**src/rtl/alu_seq.sv**
```systemverilog
// alu_seq: sequential ALU with a valid/ready request port and a valid/ready result port.
// Single-cycle ops produce their result one edge after acceptance. MUL uses a
// shift-add multiplier that takes one multiplier bit per cycle. Each result is
// held stable until the consumer takes it.
module alu_seq #(
  parameter int WIDTH = 8,
  parameter int SHW   = $clog2(WIDTH)
) (
  input  logic             clk,
  input  logic             rst_n,
  input  logic             in_valid,
  output logic             in_ready,
  input  logic [WIDTH-1:0] a,
  input  logic [WIDTH-1:0] b,
  input  logic [2:0]       op,
  input  logic             dir,
  output logic             out_valid,
  input  logic             out_ready,
  output logic [WIDTH-1:0] result,
  output logic             zero,
  output logic             carry,
  output logic             overflow,
  output logic             busy
);

  localparam logic [2:0] OP_ADD   = 3'd0;
  localparam logic [2:0] OP_SUB   = 3'd1;
  localparam logic [2:0] OP_AND   = 3'd2;
  localparam logic [2:0] OP_OR    = 3'd3;
  localparam logic [2:0] OP_XOR   = 3'd4;
  localparam logic [2:0] OP_SHIFT = 3'd5;
  localparam logic [2:0] OP_MUL   = 3'd6;
  localparam logic [2:0] OP_ROT   = 3'd7;

  // The final multiply step is taken when the step counter reaches WIDTH-1.
  localparam logic [SHW-1:0] CNT_LAST = SHW'(WIDTH - 1);

  typedef enum logic [1:0] {
    ST_IDLE = 2'd0,
    ST_MUL  = 2'd1,
    ST_HOLD = 2'd2
  } state_t;

  typedef struct packed {
    logic [WIDTH-1:0] res;
    logic             cy;
    logic             ov;
  } alu_out_t;

  // Single-cycle operations. MUL is handled by the iterative datapath and
  // yields all-zero here.
  function automatic alu_out_t alu_eval(
    input logic [WIDTH-1:0] x,
    input logic [WIDTH-1:0] y,
    input logic [2:0]       opc,
    input logic             right
  );
    logic [WIDTH:0]     wide;
    logic [2*WIDTH-1:0] dbl;
    logic [SHW-1:0]     amt;
    alu_out_t           o;
    o    = '0;
    wide = '0;
    dbl  = '0;
    amt  = y[SHW-1:0];
    case (opc)
      OP_ADD: begin
        wide  = {1'b0, x} + {1'b0, y};
        o.res = wide[WIDTH-1:0];
        o.cy  = wide[WIDTH];
        o.ov  = (x[WIDTH-1] == y[WIDTH-1]) && (o.res[WIDTH-1] != x[WIDTH-1]);
      end
      OP_SUB: begin
        // Bit WIDTH of the extended difference is the borrow (a < b).
        wide  = {1'b0, x} - {1'b0, y};
        o.res = wide[WIDTH-1:0];
        o.cy  = wide[WIDTH];
        o.ov  = (x[WIDTH-1] != y[WIDTH-1]) && (o.res[WIDTH-1] != x[WIDTH-1]);
      end
      OP_AND: o.res = x & y;
      OP_OR:  o.res = x | y;
      OP_XOR: o.res = x ^ y;
      OP_SHIFT: begin
        // An extra guard bit catches the last bit shifted out. It stays 0
        // when the amount is 0.
        if (right) begin
          wide  = {x, 1'b0} >> amt;
          o.res = wide[WIDTH:1];
          o.cy  = wide[0];
        end else begin
          wide  = {1'b0, x} << amt;
          o.res = wide[WIDTH-1:0];
          o.cy  = wide[WIDTH];
        end
      end
      OP_ROT: begin
        // Shifting a doubled copy gives the rotation in one half.
        if (right) begin
          dbl   = {x, x} >> amt;
          o.res = dbl[WIDTH-1:0];
        end else begin
          dbl   = {x, x} << amt;
          o.res = dbl[2*WIDTH-1:WIDTH];
        end
        if (amt == {SHW{1'b0}}) begin
          o.cy = 1'b0;
        end else if (right) begin
          o.cy = o.res[WIDTH-1];
        end else begin
          o.cy = o.res[0];
        end
      end
      default: o = '0;
    endcase
    return o;
  endfunction

  state_t             state_q, state_d;
  logic [WIDTH-1:0]   result_q, result_d;
  logic               carry_q, carry_d;
  logic               ovf_q, ovf_d;
  logic               zero_q, zero_d;
  logic [2*WIDTH-1:0] prod_q, prod_d;
  logic [WIDTH-1:0]   mcand_q, mcand_d;
  logic [SHW-1:0]     cnt_q, cnt_d;

  alu_out_t           eval_s;
  logic [WIDTH:0]     mul_sum_s;
  logic [2*WIDTH-1:0] prod_step_s;
  logic               in_ready_s;
  logic               out_valid_s;
  logic               busy_s;
  logic               accept_s;
  logic               mul_last_s;
  state_t             start_state_s;

  assign accept_s      = in_valid && in_ready_s;
  assign mul_last_s    = (state_q == ST_MUL) && (cnt_q == CNT_LAST);
  assign start_state_s = (op == OP_MUL) ? ST_MUL : ST_HOLD;

  // Evaluate the single-cycle operation on the live request inputs.
  always_comb begin
    eval_s = alu_eval(a, b, op, dir);
  end

  // One shift-add step. The upper half accumulates the product and the lower
  // half holds the remaining multiplier bits, LSB first.
  always_comb begin
    mul_sum_s   = {1'b0, prod_q[2*WIDTH-1:WIDTH]}
                + (prod_q[0] ? {1'b0, mcand_q} : {(WIDTH+1){1'b0}});
    prod_step_s = {mul_sum_s, prod_q[WIDTH-1:1]};
  end

  // Handshake and status decode from the current state.
  always_comb begin
    in_ready_s  = 1'b0;
    out_valid_s = 1'b0;
    busy_s      = 1'b0;
    case (state_q)
      ST_IDLE: in_ready_s = 1'b1;
      ST_MUL:  busy_s     = 1'b1;
      ST_HOLD: begin
        out_valid_s = 1'b1;
        in_ready_s  = out_ready;
      end
      default: in_ready_s = 1'b0;
    endcase
  end

  // FSM next state. A result retiring in HOLD can overlap the next accept.
  always_comb begin
    state_d = state_q;
    case (state_q)
      ST_IDLE: begin
        if (accept_s) begin
          state_d = start_state_s;
        end else begin
          state_d = ST_IDLE;
        end
      end
      ST_MUL: begin
        if (mul_last_s) begin
          state_d = ST_HOLD;
        end else begin
          state_d = ST_MUL;
        end
      end
      ST_HOLD: begin
        if (accept_s) begin
          state_d = start_state_s;
        end else if (out_ready) begin
          state_d = ST_IDLE;
        end else begin
          state_d = ST_HOLD;
        end
      end
      default: state_d = ST_IDLE;
    endcase
  end

  // Datapath next state. The held result changes only on a single-cycle accept
  // or on the last multiply step.
  always_comb begin
    result_d = result_q;
    carry_d  = carry_q;
    ovf_d    = ovf_q;
    zero_d   = zero_q;
    prod_d   = prod_q;
    mcand_d  = mcand_q;
    cnt_d    = cnt_q;
    if (accept_s && (op == OP_MUL)) begin
      prod_d  = {{WIDTH{1'b0}}, b};
      mcand_d = a;
      cnt_d   = {SHW{1'b0}};
    end else if (accept_s) begin
      result_d = eval_s.res;
      carry_d  = eval_s.cy;
      ovf_d    = eval_s.ov;
      zero_d   = (eval_s.res == {WIDTH{1'b0}});
    end else if (state_q == ST_MUL) begin
      prod_d = prod_step_s;
      cnt_d  = cnt_q + SHW'(1);
      if (mul_last_s) begin
        result_d = prod_step_s[WIDTH-1:0];
        carry_d  = (prod_step_s[2*WIDTH-1:WIDTH] != {WIDTH{1'b0}});
        ovf_d    = 1'b0;
        zero_d   = (prod_step_s[WIDTH-1:0] == {WIDTH{1'b0}});
      end else begin
        result_d = result_q;
      end
    end else begin
      prod_d = prod_q;
    end
  end

  // State and datapath registers. Reset discards any operation in flight.
  always_ff @(posedge clk or negedge rst_n) begin
    if (!rst_n) begin
      state_q  <= ST_IDLE;
      result_q <= {WIDTH{1'b0}};
      carry_q  <= 1'b0;
      ovf_q    <= 1'b0;
      zero_q   <= 1'b0;
      prod_q   <= {(2*WIDTH){1'b0}};
      mcand_q  <= {WIDTH{1'b0}};
      cnt_q    <= {SHW{1'b0}};
    end else begin
      state_q  <= state_d;
      result_q <= result_d;
      carry_q  <= carry_d;
      ovf_q    <= ovf_d;
      zero_q   <= zero_d;
      prod_q   <= prod_d;
      mcand_q  <= mcand_d;
      cnt_q    <= cnt_d;
    end
  end

  assign in_ready  = in_ready_s;
  assign out_valid = out_valid_s;
  assign busy      = busy_s;
  assign result    = result_q;
  assign carry     = carry_q;
  assign overflow  = ovf_q;
  assign zero      = zero_q;

endmodule

```
**config.mk**
```make
export PLATFORM = sky130hd
export DESIGN_NAME = alu_seq
export DESIGN_NICKNAME = d
export VERILOG_FILES = /design/src/rtl/alu_seq.sv
export SDC_FILE = /design/constraint.sdc
export NUM_CORES = 1
export LEC_CHECK = 0
export CORE_UTILIZATION = 50
export DETAILED_ROUTE_END_ITERATION = 7
export GPL_ROUTABILITY_DRIVEN = 0
export PLACE_DENSITY = 0.81
export SYNTH_ARGS = -nofsm -noshare
export SYNTH_HDL_FRONTEND = slang
export SYNTH_SLANG_ARGS = --single-unit
```
**constraint.sdc**
```tcl
create_clock -name clk -period 3.3 [get_ports clk]
set_input_delay 0.66 -clock clk [delete_from_list [all_inputs] [get_ports clk]]
set_output_delay 0.66 -clock clk [all_outputs]
set_load 0.1 [all_outputs]
```
==> results.yml, run 1 <==
sta:
  clock.fmax_mhz: 321
  worst_slew_pin_slew_ps: 995
  setup_viol_count_final: 0
  hold_viol: 0
  slew_headroom_pct: 33.5
  fin_hold_ws_ps: 479
  fin_skew_ps: 7.15
  rsz0062_at_grt: "false"
  finalCritPeriodShare_pct: 94.4
  slew_viol_final: 0
  final.min_clock_period_ps: 3110
global_route:
  antenna_found_initial: 0
  grt_start_max_net_pins: 41
  use_met1_pct: 40.7
  grt_pass1_vias: 4042
  met2_usage_pct: 48.7
  grt.busiest_layer: "met2"
  grt.total_usage_pct: 30.1
  met3_usage_pct: 3.64
  grt.overflow.total: 0
  grt_first_pass_wirelength_um: 20600
yosys:
  ys_seq_area_share_pct: 23.6
  synth_nets: 563
  syn_avg_cell_area_um2: 8.47
  yosys.area.top_type_share_pct: 23.6
  netlist_area_um2: 4250
  ys_top_cells_by_count: "52 x nand2_1, 40 x dfrtp_1, 35 x ha_1"
  yosysTopAreaCell: "dfrtp_1"
  syn_inst: 501
  synthTopCellsByArea: "dfrtp_1 24%, ha_1 10%, nand2_1 4.6%"
  async_flop_share_pct: 100
  yosysMostFrequentCell: "nand2_1"
  synth_edf_count: 0
  synth_warnings: 0
  ys_types: 70
  ys.flop_type: "dfrtp_1"
  synth_seq_cells: 40
power_and_ir_drop:
  p_switching_w: 0.00114
  finalPower_w: 0.00244
  combPwrFrac_pct: 54.7
  pwr_density_cell_nw_per_um2: 484
  leakagePower_nw: 2.25
  internal-power_w: 0.00129
  seqPwrFrac_pct: 32.1
  clkPwrFrac_pct: 13.2
  vdd_drop_max_v: 0.000234
  p_sw_share_pct: 46.8
setup_path:
  critPathMaxFanout: 3
  end_kind: "flop"
  worstPathArrival_ps: 3330
  critical_path_required_ps: 3510
  crit_path_start_kind: "input pin"
  worstSetupPathType: "input pin to flop"
drt:
  via_per_inst: 6.53
  routed_wl_um: 13000
  ant_nets: 0
  wire_per_inst_um: 19.5
  drc_errors: 0
  drt_iter0_drc: 656
  drt-pass1-iter-count: 5
  via_count: 4351
clocking:
  cts_buffers: 5
  cts_root_buf: "clkbuf_8"
  cts_resized: 0
  numClockSinks: 40
  clockBufferDepth: 2
  cts_tree: "done"
  cts_setup_buffers: 0
  ctsHoldBuffers: 0
  worstSkewPairLatency_ps: 300
  clk_pin_slew_ps: 80
  htree_levels: 2
die:
  dieArea_um2: 8860
  start_util_pct: 51.7
  fp.dieH_um: 94.1
  row_count: 33
  core-area_um2: 8220
  die_w_um: 94.1
  ios: 38
outcome:
  outcome: "complete, no violations"
layout:
  diodes: 0
  fin_area_um2: 5030
  fill_cells: 699
  utilization_pct: 61.2
  syn_to_final_growth_pct: 18.5
  fin_nets: 623
  drive_above_1_share_pct: 20.1
place:
  dpl_cell_area_um2: 4940
  dp_hpwl_um: 10000
  io_buffers: 37
min_path:
  hold_class: "input pin to asynchronous set/reset pin"
job:
  drv_cap: 0
==> path summary, 6_finish.rpt <==
check	from	to	slack, ps	depth (start not counted)
min reg2reg	result[5]$_DFFE_PN0P_	result[5]$_DFFE_PN0P_	490	2
max reg2reg	prod_q[0]$_DFFE_PN0P_	carry$_DFFE_PN0P_	450	11
min in group clk	result[5]$_DFFE_PN0P_	result[5]$_DFFE_PN0P_	490	2
max	a[1]	zero$_DFFE_PN0P_	190	12
min	rst_n	result[3]$_DFFE_PN0P_	480	1
max in group asynchronous	rst_n	prod_q[4]$_DFFE_PN0P_	2250	1
==> sequential cells by signal, indices dropped and copies added (netlist names) <==
signal / count
cnt_q: 3
zero: 1
prod_q: 16
state_q: 2
result: 8
overflow: 1
mcand_q: 8
carry: 1
==> per-layer routing <==
metal	up-vias	routed length [µm]	share of wire [%]
met5	-	0	0
met4	0	493	3.8
met3	54	1120	8.7
met2	283	5990	46
met1	2034	5360	41
li1	1980	-	-
==> cell type report <==
class                      instances  area (µm²)  share of cell area (%)
multi-input combinational        401        3000                    59.7
sequential                        40        1000                    19.9
timing repair buffer              87         718                    14.3
tap                              105         131                    2.61
inverter                          26        97.6                    1.94
clock buffer                       5        68.8                    1.37
clock inverter                     2        12.5                   0.249
==> worst max-delay path: stages <==
cell             delay (ps)
clkdlybuf4s50_1         480
inv_1                    80
ha_1                    340
or2_2                   310
a211oi_2                220
buf_4                   160
nor4_1                   40
o21ai_0                 270
o311ai_0                220
buf_4                   180
nand4b_1                180
o31ai_2                 190
==> power groups by stage <==
stage | combinational, W | sequential (W) | clock, W
CTS | 0.00131 | 0.000779 | 0.000325
global placement | 0.00125 | 0.000779 | 0
detailed placement | 0.00130 | 0.000786 | 0
finish | 0.00133 | 0.000782 | 0.000320
floorplan | 0.000719 | 0.000974 | 0
global route | 0.00143 | 0.000799 | 0.000345
==> cells in the final DEF, fill, tap and decap left out, drive strengths merged, types with 7 or more instances in the layout <==
master,Yosys,routed
mux2,18,18
o21ai,29,29
clkdlybuf4s50,0,22
nor3,9,9
nand2,52,52
nor2b,12,12
nor4,9,9
buf,12,65
nand2b,8,8
nand3,12,12
o211ai,9,9
inv,26,26
ha,35,35
mux4,8,8
and2,10,10
a21oi,22,22
mux2i,11,11
o22ai,7,7
dfrtp,40,40
a211oi,9,9
a22oi,11,11
nor2,33,33
==> through the flow <==
stage	setup slack [ps]	std cells	TNS, ps
detailed placement	-182	659	-498
floorplan	261	501	0
CTS	125	666	0
finish	186	666	0
global route	28.9	666	0
global placement	-129	659	-247
==> cells by family (layout without fill, tap and decap cells) <==
logic type,Yosys count,after routing,synth area share (%)
mux,37,37,12.1
compound gates,147,147,24.7
xor+xnor,9,9,1.86
buf+inv,60,120,6.07
fa+ha+maj,38,38,11.7
simple gates,170,170,20.0
flops,40,40,23.6
(Power assumes the default switching activity.)
==> run 2, diff against run 1 <==
--- a/config.mk
+++ b/config.mk
@@ -5,10 +5,12 @@
 export SDC_FILE = /design/constraint.sdc
 export NUM_CORES = 1
 export LEC_CHECK = 0
+export CORE_ASPECT_RATIO = 2
 export CORE_UTILIZATION = 50
 export DETAILED_ROUTE_END_ITERATION = 7
 export GPL_ROUTABILITY_DRIVEN = 0
-export PLACE_DENSITY = 0.81
+export PLACE_DENSITY = 0.69
 export SYNTH_ARGS = -nofsm -noshare
 export SYNTH_HDL_FRONTEND = slang
 export SYNTH_SLANG_ARGS = --single-unit
+export TNS_END_PERCENT = 30
==> results.yml, run 2 (synthesized netlist as in run 1, its figures left out) <==
outcome:
  outcome: "complete, no violations"
power_and_ir_drop:
  vdd_drop_max_v: 0.000222
  finalPower_w: 0.00259
  leakagePower_nw: 2.35
  pwr_density_cell_nw_per_um2: 499
place:
  dp_hpwl_um: 10800
  io_buffers: 37
  placed_cells: 664
sta:
  finalCritPeriodShare_pct: 98.9
  clock.fmax_mhz: 306
  slew_viol_final: 0
  rsz0062_at_grt: "false"
  worst_slew_pin_slew_ps: 963
  fin_skew_ps: 4.11
  finalSetupTns_ps: 0
  setup_viol_count_final: 0
  slew_headroom_pct: 34.2
  final.min_clock_period_ps: 3260
  hold_viol: 0
layout:
  largest_reg_flops: 16
  mostFrequentLayoutCells: "74 x buf_4, 52 x nand2_1, 40 x dfrtp_1"
  regMostFlops: "prod_q"
  fin_nets: 635
  diodes: 0
  utilization_pct: 62.9
  syn_to_final_growth_pct: 22.0
  drive_above_1_share_pct: 22.0
  fill_cells: 732
  stdcell_count: 672
  final_common_cell: "buf_4"
global_route:
  grt_first_pass_wirelength_um: 21800
  grt.total_usage_pct: 33.0
  antenna_found_initial: 0
  grt_start_max_net_pins: 41
  grt.overflow.total: 0
  grt_pass1_vias: 4400
clocking:
  cts_tree: "done"
  htree_levels: 2
  clk_pin_slew_ps: 60
  worstSkewPairLatency_ps: 290
  ctsHoldBuffers: 0
  cts_root_buf: "clkbuf_16"
  cts_buffers: 5
  clockBufferDepth: 2
  numClockSinks: 40
setup_path:
  worstPathArrival_ps: 3490
  reg2reg_from: "prod_q[0]$_DFFE_PN0P_"
  critical_path_required_ps: 3530
  r2r_cells: 11
  crit_path_start_kind: "input pin"
  r2r_slack_ps: 640
  crit_start: "b[1]"
  critPathMaxFanout: 27
  worstSetupPathType: "input pin to flop"
  end_kind: "flop"
  r2r-end: "carry$_DFFE_PN0P_"
  crit_path_end: "carry$_DFFE_PN0P_"
die:
  dieArea_um2: 8890
  fp.dieH_um: 132
  ios: 38
  die_w_um: 67.2
  start_util_pct: 51.6
  row_count: 47
  core-area_um2: 8230
min_path:
  hold_depth: 2
  hold_class: "flop to flop"
drt:
  via_per_inst: 6.43
  via_count: 4320
  wire_per_inst_um: 20.4
  ant_nets: 0
  drc_errors: 0
  drt-pass1-iter-count: 5
  drt_iter0_drc: 290
  routed_wl_um: 13700
job:
  drv_cap: 0
-- run 2: cell types whose count changed in the layout (fill, tap and decap cells not counted), sizes merged --
cell | previous run | this run
buf | 65 | 77
clkinvlp | 1 | 0
clkinv | 1 | 3
-- run 2: metrics by stage --
stage	instance area, µm²	hold WS, ps	setup WS [ps]
floorplan	4250	364	261
global placement	5020	476	-232
detailed placement	5020	482	-223
CTS	5160	495	71.8
global route	5180	518	17.4
finish	5180	490	35.9
-- run 2: how the worst min path moves through the flow --
stage | startpoint | endpoint | slack [ps]
6_report | overflow$_DFFE_PN0P_ | overflow$_DFFE_PN0P_ | 490
5_1_grt | mcand_q[3]$_DFFE_PN0P_ | mcand_q[3]$_DFFE_PN0P_ | 520
4_1_cts | overflow$_DFFE_PN0P_ | overflow$_DFFE_PN0P_ | 500
3_5_place_dp | overflow$_DFFE_PN0P_ | overflow$_DFFE_PN0P_ | 480
3_3_place_gp | overflow$_DFFE_PN0P_ | overflow$_DFFE_PN0P_ | 480
2_1_floorplan | rst_n | carry$_DFFE_PN0P_ | 360
-- run 2: timing repair --
item / in CTS / in global routing
gates resized for setup: 0 / 3
buffers inserted: 0 / 0
setup endpoints to repair: 0 / 2
-- run 2: where the power goes --
group | total, W | switching, W | internal [W]
registers | 0.000776 | 0.000126 | 0.000650
clock network | 0.000486 | 0.000207 | 0.000279
logic | 0.00132 | 0.000814 | 0.000509
total | 0.00259 | 0.00115 | 0.00144
-- run 2: area by class of cell --
class,count,area (µm²),area share [%]
Sequential cell,40,1000,19.3
Tap cell,98,123,2.37
Inverter,26,97.6,1.88
Clock inverter,3,18.8,0.362
Clock buffer,5,125,2.42
Timing Repair Buffer,99,812,15.7
Multi-Input combinational cell,401,3000,58.0
-- run 2: metal layers --
metal  global-route usage [%]  wire [µm]
met5                        0          0
met2                     57.6       7200
met4                     26.6       1130
met1                     32.7       4790
met3                     4.33        563
-- run 2: worst max-delay path: stages --
cell and delay, ps:
clkdlybuf4s50_1 470, buf_4 140, buf_4 300, mux4_2 290
nor2_1 40, a2111oi_0 840, o32ai_1 170, o21ai_0 240
o31a_1 230, a211o_1 100
==> run 3, diff against run 2 <==
--- a/config.mk
+++ b/config.mk
@@ -9,7 +9,7 @@
 export CORE_UTILIZATION = 50
 export DETAILED_ROUTE_END_ITERATION = 7
 export GPL_ROUTABILITY_DRIVEN = 0
-export PLACE_DENSITY = 0.69
+export PLACE_DENSITY = 0.67
 export SYNTH_ARGS = -nofsm -noshare
 export SYNTH_HDL_FRONTEND = slang
 export SYNTH_SLANG_ARGS = --single-unit
==> constraint.sdc (replaced) <==
create_clock -name clk -period 3.2 [get_ports clk]
set_input_delay 0.64 -clock clk [delete_from_list [all_inputs] [get_ports clk]]
set_output_delay 0.64 -clock clk [all_outputs]
set_load 0.1 [all_outputs]
==> results.yml, run 3 (synthesized netlist as in run 1, its figures left out) <==
outcome:
  outcome: "complete, no violations"
drt:
  ant_nets: 0
  drt_iter0_drc: 327
  via_count: 4344
  drt-pass1-iter-count: 5
  wire_per_inst_um: 20.5
  routed_wl_um: 13800
  via_per_inst: 6.45
  drc_errors: 0
sta:
  clock.fmax_mhz: 319
  hold_viol: 0
  worst_slew_pin_slew_ps: 972
  fin_hold_ws_ps: 471
  setup_viol_count_final: 0
  slew_viol_final: 0
  slew_headroom_pct: 35.1
  finalWorstSetupSlack_ps: 65.7
  finalCritPeriodShare_pct: 97.9
  final.min_clock_period_ps: 3130
  fin_skew_ps: 5.91
setup_path:
  critical-path-max-stage-delay_ps: 490
  critical_path_required_ps: 3380
  slowest_stage: "clkdlybuf4s50_1"
  end_kind: "flop"
  crit_path_start_kind: "input pin"
  crit_buf_inv: 2
  critPathMaxFanout: 4
  worstPathArrival_ps: 3320
  worstPathCellList: "clkdlybuf4s50_1, inv_1, ha_1, or2_2, a211oi_4, o221ai_1, a221oi_1, xnor2_1, o211ai_1, a31o_2"
  worstSetupPathType: "input pin to flop"
  critPathTopFamily: "compound AO/OA/AOI/OAI gates"
global_route:
  antenna_found_initial: 0
  use_met1_pct: 32.0
  grt.overflow.total: 0
  grt_pass1_vias: 4249
  met2_usage_pct: 57.2
  grt_start_max_net_pins: 41
  met3_usage_pct: 2.60
  grt.busiest_layer: "met2"
  grt.total_usage_pct: 32.4
  grt_first_pass_wirelength_um: 21400
clocking:
  clk_pin_slew_ps: 60
  cts_tree: "done"
  cts_buffers: 5
  numClockSinks: 40
  worstSkewPairLatency_ps: 290
  clockBufferDepth: 2
  htree_levels: 2
  cts_root_buf: "clkbuf_16"
  ctsHoldBuffers: 0
power_and_ir_drop:
  vdd_drop_max_v: 0.000242
  pwr_density_cell_nw_per_um2: 512
  leakagePower_nw: 2.37
die:
  start_util_pct: 51.6
  row_count: 47
  core-area_um2: 8230
  ios: 38
  dieArea_um2: 8890
  die_w_um: 67.2
  fp.dieH_um: 132
place:
  dp_hpwl_um: 11000
  post-place-ws_ps: -324
  io_buffers: 37
  dpl_cell_area_um2: 5060
layout:
  final_common_cell: "buf_4"
  regMostFlops: "prod_q"
  fill_cells: 749
  drive_above_1_share_pct: 22.9
  largest_reg_flops: 16
  fin_nets: 637
  fin_area_um2: 5250
  mostFrequentLayoutCells: "74 x buf_4, 52 x nand2_1, 40 x dfrtp_1"
  multiInputGateArea_um2: 3030
  register_area_um2: 1000
  syn_to_final_growth_pct: 23.8
  diodes: 0
min_path:
  hold_class: "input pin to asynchronous set/reset pin"
job:
  drv_cap: 0
run 3: cell count changes in the layout (fill, tap and decap cells not counted), moves of 2 or more:
cell        delta
clkinv_2       -2
buf_12         +2
a2111oi_0      -2
a2111oi_1      +2
clkinvlp_4     +2
run 3: worst reg2reg max path, cell delays in order (launching register included):
cell	delay [ps]
dfrtp_1	460
and2_1	160
ha_1	190
inv_1	70
fa_1	410
nor2b_1	160
o31a_1	180
a21oi_1	80
nand4b_1	180
nor3_1	220
a31oi_1	140
a211o_1	300
run 3: area by class of cell:
cell class / instances / area share (%)
multi-input cells: 401 / 57.7
flip-flops and latches: 40 / 19.1
repair buffers: 101 / 16.3
clock buffers: 5 / 2.38
well taps: 98 / 2.33
inverters: 26 / 1.86
clock inverters: 3 / 0.452
run 3: repair_timing:
action / 4_1_cts / 5_1_grt
pin swaps: 1 / 1
gates resized for setup: 1 / 10
gates cloned: 0 / 0
endpoints found under the setup margin: 1 / 4
setup buffers: 0 / 0
run 3: final timing paths:
check                                      start  depth (start not counted)                      to  slack (ps)
setup reg to reg           prod_q[0]$_DFFE_PN0P_                         11       carry$_DFFE_PN0P_         550
hold / removal                             rst_n                          1  prod_q[12]$_DFFE_PN0P_         470
max in group asynchronous                  rst_n                          1   result[1]$_DFFE_PN0P_        2150
hold reg to reg             overflow$_DFFE_PN0P_                          2    overflow$_DFFE_PN0P_         500
setup / recovery                            b[1]                         10   result[7]$_DFFE_PN0P_          70
min in group clk            overflow$_DFFE_PN0P_                          2    overflow$_DFFE_PN0P_         500
run 3: through the flow:
step | setup TNS [ps] | cells | util (%) | total power, W
after floorplan | 0 | 501 | - | 0.00175
after global placement | -895 | 666 | 61.5 | 0.00213
after detailed placement | -1140 | 666 | 61.5 | 0.00217
after CTS | 0 | 674 | 63.3 | 0.00268
after global routing | -9.73 | 674 | 63.8 | 0.00284
final | 0 | 674 | 63.8 | 0.00269
run 3: layer usage:
layer | vias to the layer above | wire [µm] | part of all wire (%)
li1 | 2014 | - | -
met1 | 2105 | 4810 | 35
met2 | 156 | 7360 | 53
met3 | 69 | 413 | 3.0
met4 | 0 | 1210 | 8.7
met5 | - | 0 | 0
run 3: power by group:
| part | leakage [nW] | switching (W) | internal, W |
|---|---|---|---|
| clock | 0.0660 | 0.000210 | 0.000290 |
| combinational | 1.80 | 0.000854 | 0.000533 |
| sequential | 0.504 | 0.000131 | 0.000670 |
| total | 2.37 | 0.00120 | 0.00149 |
